$ cat src/rtl/spi_pkg.sv
// Shared types and default constants for the SPI burst controller.
package spi_pkg;

  localparam int unsigned SPI_DATA_W     = 8;
  localparam int unsigned FIFO_DEPTH_DEF = 4;
  localparam int unsigned CS_SETUP_DEF   = 2;
  localparam int unsigned CS_HOLD_DEF    = 2;

  typedef enum logic [2:0] {
    StIdle,
    StSetup,
    StIssue,
    StWaitDone,
    StHold
  } spi_state_e;

endpackage

$ cat src/rtl/spi_sync_fifo.sv
// Single-clock FIFO with occupancy counter; Depth must be a power of two.
module spi_sync_fifo #(
  parameter int unsigned Width = 9,
  parameter int unsigned Depth = 4
) (
  input  logic             clk_i,
  input  logic             rst_ni,
  input  logic             push_i,
  input  logic [Width-1:0] wdata_i,
  input  logic             pop_i,
  output logic [Width-1:0] rdata_o,
  output logic             full_o,
  output logic             empty_o
);

  localparam int unsigned AW = $clog2(Depth);
  localparam logic [AW:0] DepthC = (AW + 1)'(Depth);

  logic [Width-1:0] mem_q [Depth];
  logic [AW-1:0]    wptr_q, rptr_q;
  logic [AW:0]      cnt_q;
  logic             push_ok, pop_ok;

  assign full_o  = (cnt_q == DepthC);
  assign empty_o = (cnt_q == '0);
  assign push_ok = push_i && !full_o;
  assign pop_ok  = pop_i && !empty_o;
  assign rdata_o = mem_q[rptr_q];

  always_ff @(posedge clk_i or negedge rst_ni) begin
    if (!rst_ni) begin
      wptr_q <= '0;
      rptr_q <= '0;
      cnt_q  <= '0;
    end else begin
      if (push_ok) wptr_q <= wptr_q + AW'(1);
      if (pop_ok)  rptr_q <= rptr_q + AW'(1);
      if (push_ok && !pop_ok) begin
        cnt_q <= cnt_q + (AW + 1)'(1);
      end else if (pop_ok && !push_ok) begin
        cnt_q <= cnt_q - (AW + 1)'(1);
      end
    end
  end

  // Storage needs no reset: the counter alone defines what is valid.
  always_ff @(posedge clk_i) begin
    if (push_ok) mem_q[wptr_q] <= wdata_i;
  end

endmodule

$ cat src/rtl/spi_burst_ctrl.sv
// Burst sequencer between byte FIFOs and a byte-wide SPI master; frames each
// burst with chip select and keeps at most one transfer in flight.
module spi_burst_ctrl
  import spi_pkg::*;
#(
  parameter int unsigned FIFO_DEPTH = FIFO_DEPTH_DEF,
  parameter int unsigned CS_SETUP   = CS_SETUP_DEF,
  parameter int unsigned CS_HOLD    = CS_HOLD_DEF
) (
  input  logic                  clk_i,
  input  logic                  rst_ni,
  input  logic [SPI_DATA_W-1:0] tx_data_i,
  input  logic                  tx_valid_i,
  input  logic                  tx_last_i,
  output logic                  tx_ready_o,
  output logic [SPI_DATA_W-1:0] rx_data_o,
  output logic                  rx_valid_o,
  output logic                  rx_last_o,
  input  logic                  rx_ready_i,
  output logic [SPI_DATA_W-1:0] spi_din_o,
  output logic                  spi_start_o,
  input  logic                  spi_ready_i,
  input  logic [SPI_DATA_W-1:0] spi_dout_i,
  input  logic                  spi_done_tick_i,
  output logic                  cs_n_o,
  output logic                  busy_o
);

  localparam int unsigned CntW = 8;
  // The ISSUE decision cycle closes the setup window and the accepting
  // WAIT_DONE cycle opens the hold window, so each dwell is one shorter.
  localparam logic [CntW-1:0] SetupLast = CntW'((CS_SETUP > 1) ? CS_SETUP - 2 : 0);
  localparam logic [CntW-1:0] HoldLast  = CntW'((CS_HOLD > 1) ? CS_HOLD - 2 : 0);

  spi_state_e            state_q;
  logic [CntW-1:0]       cnt_q;
  logic                  cs_n_q, start_q, last_q, rdy_q;
  logic [SPI_DATA_W-1:0] din_q;

  logic                  tx_full, tx_empty, rx_full, rx_empty;
  logic [SPI_DATA_W:0]   tx_rdata, rx_rdata;
  logic                  issue, rx_push;

  assign issue   = (state_q == StIssue) && !tx_empty && spi_ready_i && !rx_full;
  assign rx_push = (state_q == StWaitDone) && spi_done_tick_i;

  assign tx_ready_o  = rdy_q && !tx_full;
  assign rx_valid_o  = !rx_empty;
  assign rx_data_o   = rx_rdata[SPI_DATA_W-1:0];
  assign rx_last_o   = rx_rdata[SPI_DATA_W];
  assign spi_din_o   = din_q;
  assign spi_start_o = start_q;
  assign cs_n_o      = cs_n_q;
  assign busy_o      = (state_q != StIdle);

  spi_sync_fifo #(
    .Width (SPI_DATA_W + 1),
    .Depth (FIFO_DEPTH)
  ) u_tx_fifo (
    .clk_i   (clk_i),
    .rst_ni  (rst_ni),
    .push_i  (tx_valid_i && tx_ready_o),
    .wdata_i ({tx_last_i, tx_data_i}),
    .pop_i   (issue),
    .rdata_o (tx_rdata),
    .full_o  (tx_full),
    .empty_o (tx_empty)
  );

  spi_sync_fifo #(
    .Width (SPI_DATA_W + 1),
    .Depth (FIFO_DEPTH)
  ) u_rx_fifo (
    .clk_i   (clk_i),
    .rst_ni  (rst_ni),
    .push_i  (rx_push),
    .wdata_i ({last_q, spi_dout_i}),
    .pop_i   (rx_valid_o && rx_ready_i),
    .rdata_o (rx_rdata),
    .full_o  (rx_full),
    .empty_o (rx_empty)
  );

  always_ff @(posedge clk_i or negedge rst_ni) begin
    if (!rst_ni) begin
      state_q <= StIdle;
      cnt_q   <= '0;
      cs_n_q  <= 1'b1;
      start_q <= 1'b0;
      last_q  <= 1'b0;
      din_q   <= '0;
      rdy_q   <= 1'b0;
    end else begin
      rdy_q   <= 1'b1;
      start_q <= 1'b0;
      unique case (state_q)
        StIdle: begin
          if (!tx_empty) begin
            cs_n_q  <= 1'b0;
            cnt_q   <= '0;
            state_q <= (CS_SETUP > 1) ? StSetup : StIssue;
          end
        end
        StSetup: begin
          if (cnt_q == SetupLast) state_q <= StIssue;
          else                    cnt_q   <= cnt_q + CntW'(1);
        end
        StIssue: begin
          if (issue) begin
            start_q <= 1'b1;
            din_q   <= tx_rdata[SPI_DATA_W-1:0];
            last_q  <= tx_rdata[SPI_DATA_W];
            state_q <= StWaitDone;
          end
        end
        StWaitDone: begin
          if (spi_done_tick_i) begin
            if (!last_q) begin
              state_q <= StIssue;
            end else if (CS_HOLD > 1) begin
              cnt_q   <= '0;
              state_q <= StHold;
            end else begin
              cs_n_q  <= 1'b1;
              state_q <= StIdle;
            end
          end
        end
        StHold: begin
          if (cnt_q == HoldLast) begin
            cs_n_q  <= 1'b1;
            state_q <= StIdle;
          end else begin
            cnt_q <= cnt_q + CntW'(1);
          end
        end
        default: state_q <= StIdle;
      endcase
    end
  end

endmodule

$ cat config.mk
export PLATFORM = sky130hd
export DESIGN_NAME = spi_burst_ctrl
export DESIGN_NICKNAME = d
export VERILOG_FILES = /design/src/rtl/spi_pkg.sv /design/src/rtl/spi_sync_fifo.sv /design/src/rtl/spi_burst_ctrl.sv
export SDC_FILE = /design/constraint.sdc
export NUM_CORES = 1
export LEC_CHECK = 0
export ABC_AREA = 1
export ABC_CLOCK_PERIOD_IN_PS = 4250
export BUFFER_PORTS_ARGS = -buffer_cell sky130_fd_sc_hd__buf_2
export CORE_MARGIN = 2
export CORE_UTILIZATION = 35
export DETAILED_ROUTE_END_ITERATION = 8
export HOLD_SLACK_MARGIN = 0.08
export PLACE_DENSITY = 0.51
export SLEW_MARGIN = 10
export SYNTH_ARGS = -nofsm -noshare
export SYNTH_HDL_FRONTEND = slang
export SYNTH_SLANG_ARGS = --single-unit
export TNS_END_PERCENT = 10
$ cat constraint.sdc
create_clock -name clk_i -period 4.25 [get_ports clk_i]
set_clock_uncertainty 0.1 [all_clocks]
set_input_delay 1.275 -clock clk_i [delete_from_list [all_inputs] [get_ports clk_i]]
set_output_delay 1.275 -clock clk_i [all_outputs]
set_load 0.05 [all_outputs]
==> impl.org <==
** Route
- The final route contains 3027 vias.
- First-iteration detailed-routing DRC count :: about 140
- After detailed routing, the average wire length per cell comes to 13.8 um.
- Pre-Repair DR Iteration Count :: 4
- After detailed routing, the total wire length is 8.92 mm.
- Once detail routing completed, the nets flagged for antenna violations numbered 0.
- After detailed routing, the number of vias per cell comes to roughly 4.7.
- Final routed DRC violation total :: 0

** Finish
- Across the whole layout, storage elements account for 3090 sq um.
- Fillers :: 1263
- The repair_antennas step left the layout with diodes totalling 0.
- The area growth from synthesis to layout is 14.3%.
- Summing all multi-input logic gate instances after layout gives about 1400 sq um.
- Total number of nets in the final design :: 503
- In the final layout, the share of cells above drive strength 1 is 17.2%.

** Worst setup path
- Worst Setup Path Type :: flop to output port
- The startpoint identified for the worst register-to-register timing path is u_rx_fifo.cnt_q[0].
- CP arrival :: 2.32 ns
- In this run the critical register-to-register path is captured at u_tx_fifo.cnt_q[2].
- Required time of the critical path :: 2.87 ns
- In this run the worst path has a maximum fanout of 20.
- Setup slack on the worst reg-to-reg path comes out at 1.82 ns.
- Traced cell by cell, the critical path runs through clkinv_1 -> o21ai_0 -> o22ai_1 -> buf_2.
- The worst setup path is launched from a flop.
- Slowest cell on crit path :: sky130_fd_sc_hd__dfrtp_1
- Slowest stage delay, CP :: around 0.70 ns
- For the worst flop-to-flop path, the logic depth is 11.
- Critical Path Sink Type :: output port

** Clocking
- CTS built an H-tree with a depth of 3.
- TritonCTS clock tree :: built
- Number of gates resized after cts :: 0
- Cts-stage hold buffer count :: 0
- Maximum buffer depth of the clock tree :: 2
- Clock root buffer master :: sky130_fd_sc_hd__clkbuf_16
- Cts bufs inserted :: 9
- The tree built by TritonCTS fans out to 109 sinks.
- Clock transition at the register clock pins on the worst setup and hold paths after CTS :: 0.07 ns
- Clock insertion delay at the later pin of the skew report :: 0.35 ns
- Post-CTS setup-driven buffer insertion count :: 0

** Global route
- The number of global-route vias before repair is 2905.
- Largest net degree at the start of global routing :: 38
- Initial antenna violation count :: 0
- Total grt overflow :: 0
- The first global-routing pass estimated around 15 mm of wire.
- For this run, the total global-route usage over all layers was measured as 13.4%.

** Power
- Net switching is 42.9% of the power.
- Part of the total power dissipated in sequential elements :: roughly two fifths
- Internal :: 2.15 mW
- Of the total power, the clock network draws between 20% and 30%.
- Final Total Pwr :: 3.77 mW
- In this run the static leakage power is 2.18 nW.
- Maximum ir drop on the vdd rail :: 0.297 mV
- Combinational logic burns 38.7% of the power.
- Power per cell area :: 701 nW/um^2
- Total net switching power :: around 1.6 mW

** Logic synthesis
- The most common cell in the synthesized netlist is sky130_fd_sc_hd__edfxtp_1.
- Counting distinct cell types in the post-synthesis netlist gives 34.
- Dominant combinational cell family by area after synthesis :: simple AND/OR/NAND/NOR gates
- The synthesized netlist devotes 8.48% of its cell area to compound gates.
- Most used standard cells in the synthesized netlist :: 72 x sky130_fd_sc_hd__edfxtp_1, 67 x sky130_fd_sc_hd__nand2_1, 60 x sky130_fd_sc_hd__nor2_1
- Area fraction of the dominant cell type after synthesis :: 46.0%
- Adder and majority cell fraction of the synthesized area :: ~4.0%
- Proportion of register bits with asynchronous set or reset after synthesis :: about a third
- Flop and latch count out of synthesis :: 109
- The biggest area contributor in the post-synthesis netlist is sky130_fd_sc_hd__edfxtp_1.
- Mean Syn Cell Area :: 11.2 sq um
- After synthesis the cells add up to 4700 sq um.
- Of the total synthesized cell area, the portion taken by AND, OR, NAND and NOR gates is 15.5%.
- Sequential elements use 65.7% of the synthesized area.
- Xor and xnor fraction of the mapped netlist area :: 1.86%
- Primary FF master, synth :: sky130_fd_sc_hd__edfxtp_1
- Top cells by area, synth :: sky130_fd_sc_hd__edfxtp_1 46%, sky130_fd_sc_hd__dfrtp_1 19%, sky130_fd_sc_hd__nand2_1 5.3%, sky130_fd_sc_hd__nor2_1 4.8%, sky130_fd_sc_hd__o21ai_0 4.8%
- Number of enable flip-flop cells after synthesis :: 72
- Nets in the synthesized netlist :: 457
- Measured against the total synthesized area, the mux share comes to 0.239%.
- Gate count after technology mapping :: 420
- During synthesis, Yosys emitted a total of 0 warnings.

** Timing
- The final max-slew violation count is 0.
- Setup violations remaining at the end of the flow were counted as 0.
- Unrepaired setup endpoints after global routing :: false
- Timing would allow up to 0.270 GHz.
- The total count of hold-check failures in the final report is 0.
- Worst slew margin relative to its limit :: 37.2%
- For the pin with the worst max-slew slack, the measured transition is 0.939 ns.
- The worst path needs approximately 3.7 ns of the cycle, external delays included.
- Period utilization :: between 80% and 90%
- Total negative slack for setup checks :: 0 ns

** Min path
- Start point of the worst hold path :: cs_n_o
- Worst Hold Endpoint :: cs_n_o
- Kind of path behind the tightest hold check :: flop to flop
- Along the worst hold path, the cell count comes to 2.

** Run
- MaxCap Viol Count :: 0

** Run status
- The run finished with clean final reports.

** Placement
- Routability-driven placement finished with a final weighted congestion of 0.765.
- Summed over all nets, the half-perimeter wirelength after detailed placement is 5.85 mm.
- Number of port buffers :: 44

** Floorplan
- Initial core utilization :: between 30% and 40%
- 45 I/O pins were placed.
- Placeable Area :: approximately 13000 sq um
- Core Rows :: 42
- Total Die Area :: 14400 sq um
- The die is 120 um tall.
- From left edge to right edge, the die measures 120 um.
## cells in the final DEF (no fill, tap or decap), drive strengths merged, types with 2 or more instances in the layout
master	n
edfxtp	72
a21oi	7
xnor2	3
nand4	8
nor3	2
nand3	13
nor2	67
o21ai	45
nand2	74
clkinvlp	2
clkinv	5
inv	37
o22ai	18
clkbuf	10
dfrtp	36
buf	45
fa	2
xor2	7
ha	12
## per-stage QoR
| stage | area, sq um | utilization, % | instances | setup slack, ns | hold slack, ns |
|---|---|---|---|---|---|
| floorplan | 4700 | - | 420 | 1.25 | 0.376 |
| global placement | 5100 | 38.7 | 631 | 0.979 | 0.354 |
| detailed placement | 5100 | 38.7 | 631 | 0.920 | 0.355 |
| CTS | 5380 | 40.8 | 647 | 0.518 | 0.366 |
| global route | 5380 | 40.8 | 647 | 0.336 | 0.382 |
| finish | 5380 | 40.8 | 647 | 0.553 | 0.363 |
## routing by layer
layer | track usage, % | vias to the layer above | share of wire, %
met4 | 5.37 | 0 | 1.2
met5 | 0 | - | 0
met2 | 21.2 | 66 | 48
met3 | 3.94 | 6 | 4.9
met1 | 17.3 | 1431 | 46
li1 | - | 1524 | -
## how the worst max path moves through the flow
stage                                   start            to  cells after the start
after floorplan           u_rx_fifo.rptr_q[0]  rx_data_o[7]                      4
after global placement    u_rx_fifo.rptr_q[0]     rx_last_o                      4
after detailed placement  u_rx_fifo.rptr_q[0]     rx_last_o                      4
after CTS                 u_rx_fifo.rptr_q[0]     rx_last_o                      4
after global routing      u_rx_fifo.rptr_q[0]  rx_data_o[0]                      4
final                     u_rx_fifo.rptr_q[0]     rx_last_o                      4
## power groups by stage
stage               sequential (mW)  combinational (mW)  clock [mW]
floorplan                      1.60                1.06           0
finish                         1.53                1.46       0.783
global placement               1.54                1.46           0
detailed placement             1.55                1.48           0
global route                   1.56                1.62       0.860
CTS                            1.53                1.49       0.815
## critical path, delay by kind of cell, from the launching register on
kind	cells	cell delay [ns]
AOI/OAI and AO/OA	2	0.45
buffers and inverters	2	0.82
DFF	1	0.70
## logic make-up after synthesis
| logic type | Yosys count |
|---|---|
| multiplexers | 1 |
| other | 1 |
| adder cells (fa/ha/maj) | 14 |
| XOR/XNOR | 10 |
| buffers and inverters | 48 |
| AND/OR/NAND/NOR | 164 |
| flip-flops | 109 |
| AO/OA/AOI/OAI | 73 |
## registers in the layout (all words and copies together), names as in the netlist
signal,count
state_q,3
spi_start_o,1
u_rx_fifo.mem_q,36
spi_din_o,8
cnt_q,8
rdy_q,1
u_rx_fifo.wptr_q,2
u_tx_fifo.mem_q,36
last_q,1
u_rx_fifo.cnt_q,3
u_tx_fifo.cnt_q,3
cs_n_o,1
u_rx_fifo.rptr_q,2
u_tx_fifo.wptr_q,2
u_tx_fifo.rptr_q,2
## final cells by class
type	instances	area share (%)
repair buffers	45	4.23
inverters	38	2.65
well taps	176	4.09
clock inverters	6	0.884
clock buffers	10	4.26
flip-flops and latches	109	57.4
multi-input cells	263	26.4
No activity file was read; power rests on OpenSTA's default activity.
